<file path="config.mk">
export PLATFORM = sky130hd
export DESIGN_NAME = unstripe_sched
export DESIGN_NICKNAME = d
export VERILOG_FILES = /design/src/rtl/unstripe_sched.sv
export SDC_FILE = /design/constraint.sdc
export NUM_CORES = 1
export LEC_CHECK = 0
export CORE_ASPECT_RATIO = 1.5
export CORE_MARGIN = 5
export CORE_UTILIZATION = 35
export CTS_CLUSTER_DIAMETER = 120
export DETAILED_ROUTE_END_ITERATION = 7
export HOLD_SLACK_MARGIN = 0.1
export PLACE_DENSITY = 0.57
export SYNTH_ARGS = -nofsm -noshare
export SYNTH_HDL_FRONTEND = slang
export SYNTH_SLANG_ARGS = --single-unit
</file>
<file path="constraint.sdc">
create_clock -name clk_2f -period 6.4 [get_ports clk_2f]
set_input_delay 0.96 -clock clk_2f [delete_from_list [all_inputs] [get_ports clk_2f]]
set_output_delay 0.96 -clock clk_2f [all_outputs]
set_load 0.05 [all_outputs]
</file>
<file path="src/rtl/unstripe_sched.sv">
// Two-lane receive unstriper: per-lane skew FIFOs drained in strict lane-0/lane-1
// alternation, with lane-0 acquisition, idle timeout and overflow recovery.
module unstripe_sched #(
  parameter int unsigned DATA_W  = 32,
  parameter int unsigned DEPTH   = 4,
  parameter int unsigned IDLE_TO = 8
) (
  input  logic              clk_2f,
  input  logic              reset_L,
  input  logic [DATA_W-1:0] lane_0,
  input  logic              valid_0,
  input  logic [DATA_W-1:0] lane_1,
  input  logic              valid_1,
  output logic [DATA_W-1:0] data_out,
  output logic              valid_out,
  output logic              active,
  output logic              err_overflow,
  output logic [7:0]        drop_cnt
);

  localparam int unsigned AW = (DEPTH > 1) ? $clog2(DEPTH) : 1;
  localparam int unsigned PW = AW + 1;

  typedef enum logic {IDLE, RUN} state_t;

  state_t            state, state_nxt;
  logic              sel, sel_nxt;
  logic [7:0]        idle_cnt, idle_cnt_nxt;
  logic [PW-1:0]     wp0, rp0, wp1, rp1;
  logic [PW-1:0]     wp0_nxt, rp0_nxt, wp1_nxt, rp1_nxt;
  logic [DATA_W-1:0] mem0 [DEPTH];
  logic [DATA_W-1:0] mem1 [DEPTH];

  logic              push0, push1, pop0, pop1;
  logic              ovf0, ovf1, flush;
  logic [1:0]        drop_inc;
  logic [8:0]        drop_sum;
  logic [DATA_W-1:0] data_nxt;
  logic              valid_nxt;
  logic              err_nxt;

  logic              empty0, empty1, full0, full1;
  logic [DATA_W-1:0] head0, head1;

  assign empty0 = (wp0 == rp0);
  assign empty1 = (wp1 == rp1);
  // Full: pointers differ only in the wrap bit
  assign full0  = (wp0[AW] != rp0[AW]) && (wp0[AW-1:0] == rp0[AW-1:0]);
  assign full1  = (wp1[AW] != rp1[AW]) && (wp1[AW-1:0] == rp1[AW-1:0]);
  assign head0  = mem0[rp0[AW-1:0]];
  assign head1  = mem1[rp1[AW-1:0]];

  // Next-state, FIFO control and output next values
  always_comb begin
    state_nxt    = state;
    sel_nxt      = sel;
    idle_cnt_nxt = idle_cnt;
    push0        = 1'b0;
    push1        = 1'b0;
    pop0         = 1'b0;
    pop1         = 1'b0;
    ovf0         = 1'b0;
    ovf1         = 1'b0;
    flush        = 1'b0;
    drop_inc     = 2'd0;
    data_nxt     = '0;
    valid_nxt    = 1'b0;
    err_nxt      = err_overflow;

    case (state)
      IDLE: begin
        if (valid_0) begin
          push0     = 1'b1;
          push1     = valid_1;
          state_nxt = RUN;
        end else if (valid_1) begin
          drop_inc = 2'd1;
        end
      end
      RUN: begin
        pop0 = !sel && !empty0;
        pop1 = sel && !empty1;
        ovf0 = valid_0 && full0 && !pop0;
        ovf1 = valid_1 && full1 && !pop1;
        if (ovf0 || ovf1) begin
          // Overflow loses alignment: flush both lanes and reacquire
          flush        = 1'b1;
          pop0         = 1'b0;
          pop1         = 1'b0;
          state_nxt    = IDLE;
          sel_nxt      = 1'b0;
          idle_cnt_nxt = 8'd0;
          err_nxt      = 1'b1;
          drop_inc     = {1'b0, ovf0} + {1'b0, ovf1};
        end else begin
          push0 = valid_0;
          push1 = valid_1;
          if (pop0) begin
            data_nxt  = head0;
            valid_nxt = 1'b1;
            sel_nxt   = 1'b1;
          end else if (pop1) begin
            data_nxt  = head1;
            valid_nxt = 1'b1;
            sel_nxt   = 1'b0;
          end
          if (!valid_0 && !valid_1 && empty0 && empty1) begin
            if (idle_cnt == 8'(IDLE_TO - 1)) begin
              state_nxt    = IDLE;
              sel_nxt      = 1'b0;
              idle_cnt_nxt = 8'd0;
            end else begin
              idle_cnt_nxt = idle_cnt + 8'd1;
            end
          end else begin
            idle_cnt_nxt = 8'd0;
          end
        end
      end
      default: state_nxt = IDLE;
    endcase

    if (flush) begin
      wp0_nxt = '0;
      rp0_nxt = '0;
      wp1_nxt = '0;
      rp1_nxt = '0;
    end else begin
      wp0_nxt = wp0 + PW'(push0);
      rp0_nxt = rp0 + PW'(pop0);
      wp1_nxt = wp1 + PW'(push1);
      rp1_nxt = rp1 + PW'(pop1);
    end

    drop_sum = 9'(drop_cnt) + 9'(drop_inc);
  end

  // State and output registers
  always_ff @(posedge clk_2f or negedge reset_L) begin
    if (!reset_L) begin
      state        <= IDLE;
      sel          <= 1'b0;
      idle_cnt     <= 8'd0;
      wp0          <= '0;
      rp0          <= '0;
      wp1          <= '0;
      rp1          <= '0;
      data_out     <= '0;
      valid_out    <= 1'b0;
      active       <= 1'b0;
      err_overflow <= 1'b0;
      drop_cnt     <= 8'd0;
    end else begin
      state        <= state_nxt;
      sel          <= sel_nxt;
      idle_cnt     <= idle_cnt_nxt;
      wp0          <= wp0_nxt;
      rp0          <= rp0_nxt;
      wp1          <= wp1_nxt;
      rp1          <= rp1_nxt;
      data_out     <= data_nxt;
      valid_out    <= valid_nxt;
      active       <= (state_nxt == RUN);
      err_overflow <= err_nxt;
      drop_cnt     <= drop_sum[8] ? 8'hFF : drop_sum[7:0];
    end
  end

  // Lane storage; contents are don't-care while pointers say empty
  always_ff @(posedge clk_2f) begin
    if (push0) mem0[wp0[AW-1:0]] <= lane_0;
    if (push1) mem1[wp1[AW-1:0]] <= lane_1;
  end

endmodule

</file>
==> run metrics, run 1 <==
leading cell type in the layout, fill and taps excluded=edfxtp_1; switching power of the nets=2.66 mW; pins over their slew limit=0; final setup slack of the worst path=2.60 ns; critical-path cell list=buf_4 > xor2_1 > nor2_1 > and4_1 > inv_1 > ha_1 > nand2_1 > a21boi_0 > nand2_1 > nor2_4; Synth Flop Type=edfxtp_1; aggregate routed wire length=26700 µm; Synth Net Count=735; # clock sinks=320; Post-layout nets=865; max-cap violation count=0; LEAKAGE=5.24 nW; peak supply drop=0.307 mV; total overflow reported by the global router=0; FF-to-FF setup slack=2.60 ns; outcome=complete, no violations; Fin Hold WS=0.475 ns; Crit Path Max Fanout=35; sequential share of power=39.1%; via density per instance=4.77; number of buffers inserted by hold repair at cts=0; arrival time at the worst endpoint=3.97 ns; Synth Register Bits=320; clock share of power=24.3%; Die Width=164 µm; number of nets still failing antenna checks after routing=0; time the worst path needs with I/O delays and setup=3.80 ns; Pwr per Cell Area=497 nW/µm²; num rows=84; initial DRC count=396; average cell area after synthesis=19.1 µm²; die footprint=39700 µm²; post-synthesis sequential area ratio=74.3%; Netlist Area Pre-Place=12500 µm²; final instance area=15200 µm²; number of vias after detailed routing=6116; fraction of final layout cells sized beyond drive strength 1=21.3%; peak per-stage delay on the critical path=0.81 ns; setup violation total in the final timing report=0; maximum clock skew at final layout=0.0100 ns; initial core utilization=35.5%; CTS tree=yes; vertical die dimension=241 µm; warnings from Yosys=0; Layout Area Growth over Synthesis=21.4%; share of the core filled with cells in the final layout=43.1%; placeable core region=35200 µm²; vias in the first global route=6711; per-cell routed wire length=20.9 µm; number of enable-type register cells in the synthesized netlist=256; total iterations of the first detailed-routing run=4; number of buffers inserted by port buffering=110; Post-CTS Setup Bufs=0; # diodes=0; I/O pin count=111; Slew headroom=30.2%; clock transition at the registers of the reported paths=0.06 ns; Detailed Place HPWL=17200 µm; Gate Count Post-Synth=653; post-synthesis cell type count=53; count of instances resized after the clock tree is built=0; Final period util=59.3%; minimum setup slack after placement=2.37 ns; final total negative setup slack=0 ns; # H-tree levels=1; number of antenna violations at the first check in global routing=0; first-pass GRT wire length=40300 µm; kind of capture point of the worst setup path=register; global placer's final weighted congestion=0.869; slowest library cell on the worst path=nor2_4; TritonCTS Buffers=31; fraction of registers with async set/reset=20.0%; overall track demand over capacity in global routing=13.6%; CTS root buf=clkbuf_16; type of the most critical hold path=reg -> reg; CP top delay family=simple AND/OR/NAND/NOR gates; most frequent cell on the critical path=nand2_1; worst endpoint required time=6.57 ns; Worst-Skew Late Latency=0.56 ns; number of endpoints with negative hold slack in the final report=0; slew at the pin with the worst max-slew slack=1.04 ns; pin count of the biggest net entering global routing=65; drt drc=0; Max Clock Freq=263 MHz; Internal Power=4.90 mW; share of total power in combinational logic=36.5%; CP bufs+invs=2; Setup Crit Path Kind=reg -> reg; PnR Total Power=7.55 mW; unrepaired setup endpoints after global routing=false; Area after DPL=14100 µm²; number of placed instances, taps included=1223; switching part of the total power=35.2%; highest-count cells in the layout ignoring fill and taps=edfxtp_1 (256), clkdlybuf4s50_1 (109), nand2_1 (78); maximum count of clock buffers along a single path=3; CP Launch Type=register; final cell count without fillers=1281
worst reg2reg max path: stages, from the launching register on:
cell	delay (ns)
dfrtp_2	0.34
buf_4	0.57
xor2_1	0.33
nor2_1	0.07
and4_1	0.21
inv_1	0.05
ha_1	0.22
nand2_1	0.13
a21boi_0	0.50
nand2_1	0.18
nor2_4	0.81
Yosys cell counts, drive strengths merged (6+ instances only):
library cell,n,area share (%)
edfxtp,256,61
and2,9,0.45
dfrtp,64,13
a21oi,34,2.2
nor3b,6,0.36
ha,13,1.3
buf,22,1.3
xnor2,14,1.3
nor2,15,0.47
nand3,9,0.36
mux4,64,12
inv,11,0.33
nand2,78,2.3
power groups by stage:
stage | Combinational (mW) | Clock [mW] | Sequential, mW
global placement | 2.84 | 0 | 2.99
finish | 2.76 | 1.84 | 2.96
CTS | 2.85 | 1.89 | 2.96
detailed placement | 2.84 | 0 | 3.00
floorplan | 1.69 | 0 | 3.29
global route | 2.99 | 1.97 | 3.00
cell families after synthesis:
| group | after synthesis | share of synthesized area, % |
|---|---|---|
| muxes | 65 | 11.6 |
| buffers and inverters | 38 | 1.74 |
| AOI/OAI and AO/OA | 55 | 3.86 |
| xor gates and xnor gates | 19 | 1.63 |
| adders and majority gates | 14 | 1.46 |
| and+or+nand+nor | 142 | 5.38 |
| DFF | 320 | 74.3 |
flip-flops by register name (all words and copies together) (netlist names):
register and flops:
mem0 128, mem1 128, err_overflow 1, rp0 3, sel 1, wp1 3
wp0 3, rp1 3, state 1, data_out 32, idle_cnt 8, drop_cnt 8
valid_out 1
path summary, 6_finish.rpt:
path	startpoint	to	depth (start not counted)
setup / recovery	rp0[0]$_DFF_PN0_	mem1[2][22]$_DFFE_PP_	10
setup reg to reg	rp0[0]$_DFF_PN0_	mem1[2][22]$_DFFE_PP_	10
min in group asynchronous	reset_L	data_out[10]$_DFF_PN0_	2
hold / removal	err_overflow$_DFFE_PN0P_	err_overflow$_DFFE_PN0P_	1
hold reg to reg	err_overflow$_DFFE_PN0P_	err_overflow$_DFFE_PN0P_	1
max in group asynchronous	reset_L	rp1[0]$_DFF_PN0_	2
cell type report:
class | count | area [µm²]
Inverter | 11 | 41.3
Timing Repair Buffer | 124 | 1200
Fill cell | 3069 | 20000
Tap cell | 473 | 592
Clock inverter | 14 | 170
Clock buffer | 44 | 865
Sequential cell | 320 | 9290
Multi-Input combinational cell | 295 | 3020
routing by layer:
layer	up-vias	track usage, %	wire length [µm]
li1	2799	-	-
met1	3150	17.1	10800
met2	128	24.4	14100
met3	39	1.92	1080
met4	0	4.09	714
met5	-	0	0
No activity file was read; power rests on OpenSTA's default activity.
==> inputs of run 2 (changes only) <==
==> constraint.sdc (replaced) <==
create_clock -name clk_2f -period 3.75 [get_ports clk_2f]
set_input_delay 0.5625 -clock clk_2f [delete_from_list [all_inputs] [get_ports clk_2f]]
set_output_delay 0.5625 -clock clk_2f [all_outputs]
set_load 0.05 [all_outputs]
==> run metrics, run 2 (synthesized netlist as in run 1, its figures left out) <==
outcome=complete, no violations; clock share of power=24.4%; final total negative setup slack=0 ns; first-pass GRT wire length=41100 µm; vias in the first global route=6838; number of nets still failing antenna checks after routing=0; # clock sinks=320; global placer's final weighted congestion=0.806; Setup Crit Path Kind=reg -> reg; TritonCTS Buffers=34; Crit Path Max Fanout=32; initial DRC count=439; area occupied by registers=9290 µm²; number of vias after detailed routing=6182; switching part of the total power=35.2%; slowest library cell on the worst path=a21boi_0; maximum clock skew at final layout=0.0112 ns; LEAKAGE=5.29 nW; CP bufs+invs=2; overall track demand over capacity in global routing=13.9%; total overflow reported by the global router=0; max-cap violation count=0; drt drc=0; # H-tree levels=2; slew at the pin with the worst max-slew slack=0.902 ns; die footprint=39700 µm²; setup violation total in the final timing report=0; CTS tree=yes; Pwr per Cell Area=842 nW/µm²; CP top delay family=simple AND/OR/NAND/NOR gates; I/O pin count=111; number of buffers inserted by port buffering=110; kind of capture point of the worst setup path=register; placeable core region=35200 µm²; time the worst path needs with I/O delays and setup=3.10 ns; Layout Area Growth over Synthesis=22.3%; clock transition at the registers of the reported paths=0.06 ns; multi-input logic area=3020 µm²; Die Width=164 µm; per-cell routed wire length=20.8 µm; worst endpoint required time=3.94 ns; Final period util=82.8%; Detailed Place HPWL=17200 µm; fraction of final layout cells sized beyond drive strength 1=22.6%; Post-layout nets=872; leading cell type in the layout, fill and taps excluded=edfxtp_1; vertical die dimension=241 µm; final instance area=15300 µm²; pins over their slew limit=0; # diodes=0; CP Launch Type=register; peak supply drop=0.578 mV; number of endpoints with negative hold slack in the final report=0; total iterations of the first detailed-routing run=6; sequential share of power=39.3%; critical-path cell list=xor2_1 > nor2_1 > and4_1 > inv_1 > ha_1 > nand2_1 > a21boi_0 > nor3b_4 > buf_12; PnR Total Power=12.9 mW; aggregate routed wire length=26800 µm; type of the most critical hold path=in -> async; CTS root buf=clkbuf_16; pin count of the biggest net entering global routing=35; Slew headroom=39.9%; initial core utilization=35.5%; share of total power in combinational logic=36.3%; number of buffers inserted by hold repair at cts=1; peak per-stage delay on the critical path=0.61 ns; unrepaired setup endpoints after global routing=false; via density per instance=4.80; Worst-Skew Late Latency=0.51 ns; switching power of the nets=4.53 mW; Post-CTS Setup Bufs=0; highest-count cells in the layout ignoring fill and taps=edfxtp_1 (256), clkdlybuf4s50_1 (109), nand2_1 (78); arrival time at the worst endpoint=3.30 ns; count of instances resized after the clock tree is built=0; Internal Power=8.35 mW; number of antenna violations at the first check in global routing=1; maximum count of clock buffers along a single path=3; num rows=84; Max Clock Freq=322 MHz; Area after DPL=14200 µm²; number of filler cells placed in the layout=3126
==> run 2: layer usage <==
layer | GRT usage (%) | wire length (µm)
met5 | 0 | 14
met2 | 24.5 | 14100
met4 | 5.42 | 935
met3 | 3.17 | 1420
met1 | 16.5 | 10300
==> run 2: path summary, 6_finish.rpt <==
check | from | endpoint | slack [ns] | cells after the start
worst max-delay path | wp0[1]$_DFF_PN0_ | mem1[0][23]$_DFFE_PP_ | 0.65 | 9
worst min-delay path | reset_L | drop_cnt[3]$_DFF_PN0_ | 0.47 | 2
worst max register to register | wp0[1]$_DFF_PN0_ | mem1[0][23]$_DFFE_PP_ | 0.65 | 9
max in group asynchronous | reset_L | rp1[0]$_DFF_PN0_ | 2.56 | 3
min in group clk_2f | err_overflow$_DFFE_PN0P_ | err_overflow$_DFFE_PN0P_ | 0.48 | 1
worst min register to register | err_overflow$_DFFE_PN0P_ | err_overflow$_DFFE_PN0P_ | 0.48 | 1
==> run 2: cell type report <==
type | count | share of cell area (%)
clock buffers | 42 | 6.24
clock inverters | 18 | 0.679
inverters | 11 | 0.270
multi-input cells | 295 | 19.8
flip-flops and latches | 320 | 60.8
well taps | 473 | 3.87
repair buffers | 128 | 8.40
==> run 2: worst reg2reg max path: stages (launching register included) <==
cell and delay (ns):
dfrtp_1 0.52, xor2_1 0.31, nor2_1 0.10, and4_1 0.22
inv_1 0.06, ha_1 0.24, nand2_1 0.14, a21boi_0 0.61
nor3b_4 0.34, buf_12 0.24
==> run 2: metrics by stage <==
stage / setup WS, ns / instances / utilization, % / hold WS [ns]
2_1_floorplan: -0.768 / 653 / - / 0.267
3_3_place_gp: 0.522 / 1226 / 40.4 / 0.457
3_5_place_dp: 0.480 / 1226 / 40.4 / 0.454
4_1_cts: 0.650 / 1287 / 43.4 / 0.456
5_1_grt: 0.402 / 1287 / 43.4 / 0.471
6_report: 0.647 / 1287 / 43.4 / 0.468
==> run 2: power by group through the flow <==
stage                     Clock, mW  Combinational (mW)  Sequential (mW)
final                          3.14                4.67             5.07
after global routing           3.40                5.08             5.14
after CTS                      3.25                4.83             5.07
after detailed placement          0                4.81             5.14
after global placement            0                4.81             5.12
after floorplan                   0                2.88             5.61
==> inputs of run 3 (changes only) <==
==> constraint.sdc (replaced) <==
create_clock -name clk_2f -period 3.05 [get_ports clk_2f]
set_input_delay 0.4575 -clock clk_2f [delete_from_list [all_inputs] [get_ports clk_2f]]
set_output_delay 0.4575 -clock clk_2f [all_outputs]
set_load 0.05 [all_outputs]
==> run metrics, run 3 (synthesized netlist as in run 1, its figures left out) <==
outcome=complete, no violations; slowest library cell on the worst path=fa_1; CP Launch Type=register; number of placed instances, taps included=1236; Slew headroom=48.4%; final cell count without fillers=1298; leading cell type in the layout, fill and taps excluded=edfxtp_1; maximum clock skew at final layout=0.0125 ns; Post-layout nets=882; num rows=84; number of vias after detailed routing=6217; I/O pin count=111; number of antenna violations at the first check in global routing=1; Die Width=164 µm; Worst-Skew Late Latency=0.51 ns; clock transition at the registers of the reported paths=0.06 ns; total overflow reported by the global router=0; # clock sinks=320; unrepaired setup endpoints after global routing=false; fraction of final layout cells sized beyond drive strength 1=23.2%; kind of capture point of the worst setup path=register; placeable core region=35200 µm²; vertical die dimension=241 µm; via density per instance=4.79; setup violation total in the final timing report=0; overall track demand over capacity in global routing=14.0%; minimum setup slack after placement=0.0615 ns; CP bufs+invs=2; count of instances resized after the clock tree is built=0; LEAKAGE=5.40 nW; max-cap violation count=0; Pwr per Cell Area=1050 nW/µm²; highest-count cells in the layout ignoring fill and taps=edfxtp_1 (256), clkdlybuf4s50_1 (109), nand2_1 (78); slew at the pin with the worst max-slew slack=0.771 ns; worst endpoint required time=3.49 ns; global placer's final weighted congestion=0.824; Setup Crit Path Kind=reg -> reg; Area after DPL=14400 µm²; number of filler cells placed in the layout=3078; maximum count of clock buffers along a single path=3; initial core utilization=35.5%; vias in the first global route=6727; CP top delay family=adder cells; # diodes=0; Layout Area Growth over Synthesis=24.2%; number of endpoints with negative hold slack in the final report=0; final instance area=15500 µm²; aggregate routed wire length=27200 µm; Crit Path Max Fanout=6; total iterations of the first detailed-routing run=4; # H-tree levels=2; first-pass GRT wire length=41200 µm; peak supply drop=0.710 mV; number of buffers inserted by hold repair at cts=1; per-cell routed wire length=21.0 µm; Post-CTS Setup Bufs=0; CTS tree=yes; share of the core filled with cells in the final layout=44.1%; initial DRC count=393; type of the most critical hold path=in -> async; peak per-stage delay on the critical path=0.46 ns; pins over their slew limit=0; critical-path cell list=xor2_1 > and4_1 > inv_1 > ha_1 > nand2_1 > o21ai_0 > ha_1 > inv_1 > fa_1 > nor2_1 > nand3_1 > nand2b_1; TritonCTS Buffers=34; CTS root buf=clkbuf_16; drt drc=0; number of nets still failing antenna checks after routing=0; pin count of the biggest net entering global routing=35; arrival time at the worst endpoint=3.20 ns; Detailed Place HPWL=17800 µm; number of buffers inserted by port buffering=110; Max Clock Freq=362 MHz; final setup slack of the worst path=0.290 ns; die footprint=39700 µm²; time the worst path needs with I/O delays and setup=2.76 ns; Final period util=90.5%
[run 3: stage by stage]
stage	power [mW]	TNS, ns	hold slack (ns)
6_report	16.3	0	0.424
3_3_place_gp	12.4	0	0.419
5_1_grt	17.3	0	0.448
4_1_cts	16.7	0	0.409
2_1_floorplan	10.4	-33.23	0.162
3_5_place_dp	12.5	0	0.425
[run 3: area by class of cell]
class	count	area, µm²	area share, %
Clock buffer	47	993	6.40
Clock inverter	14	144	0.926
Inverter	11	41.3	0.266
Multi-Input combinational cell	295	3050	19.6
Sequential cell	320	9290	59.8
Tap cell	473	592	3.81
Timing Repair Buffer	138	1420	9.15
[run 3: routing by layer]
metal | vias to the layer above | global-route usage (%) | share of wire, %
li1 | 2833 | - | -
met4 | 2 | 4.32 | 2.6
met3 | 46 | 3.03 | 4.9
met2 | 137 | 25.8 | 54
met1 | 3199 | 16.3 | 38
met5 | - | 0 | 0.048
[run 3: worst paths after layout]
path	cells after the start	slack (ns)	startpoint	end
worst min register to register	1	0.49	err_overflow$_DFFE_PN0P_	err_overflow$_DFFE_PN0P_
worst max-delay path	12	0.29	rp0[2]$_DFF_PN0_	drop_cnt[0]$_DFF_PN0_
max in group asynchronous	3	1.90	reset_L	rp1[0]$_DFF_PN0_
worst max register to register	12	0.29	rp0[2]$_DFF_PN0_	drop_cnt[0]$_DFF_PN0_
min in group clk_2f	1	0.49	err_overflow$_DFFE_PN0P_	err_overflow$_DFFE_PN0P_
worst min-delay path	2	0.42	reset_L	drop_cnt[5]$_DFF_PN0_
[run 3: worst reg2reg max path, stage by stage (launching register included)]
cell and delay [ns]:
dfrtp_1 0.44, xor2_1 0.33, and4_1 0.26, inv_1 0.05, ha_1 0.27, nand2_1 0.05, o21ai_0 0.08, ha_1 0.19
inv_1 0.06, fa_1 0.46, nor2_1 0.18, nand3_1 0.21, nand2b_1 0.13
[run 3: power by group]
| group | internal, mW | switching (mW) |
|---|---|---|
| logic | 2.34 | 3.63 |
| registers | 5.82 | 0.382 |
| clock network | 2.53 | 1.63 |
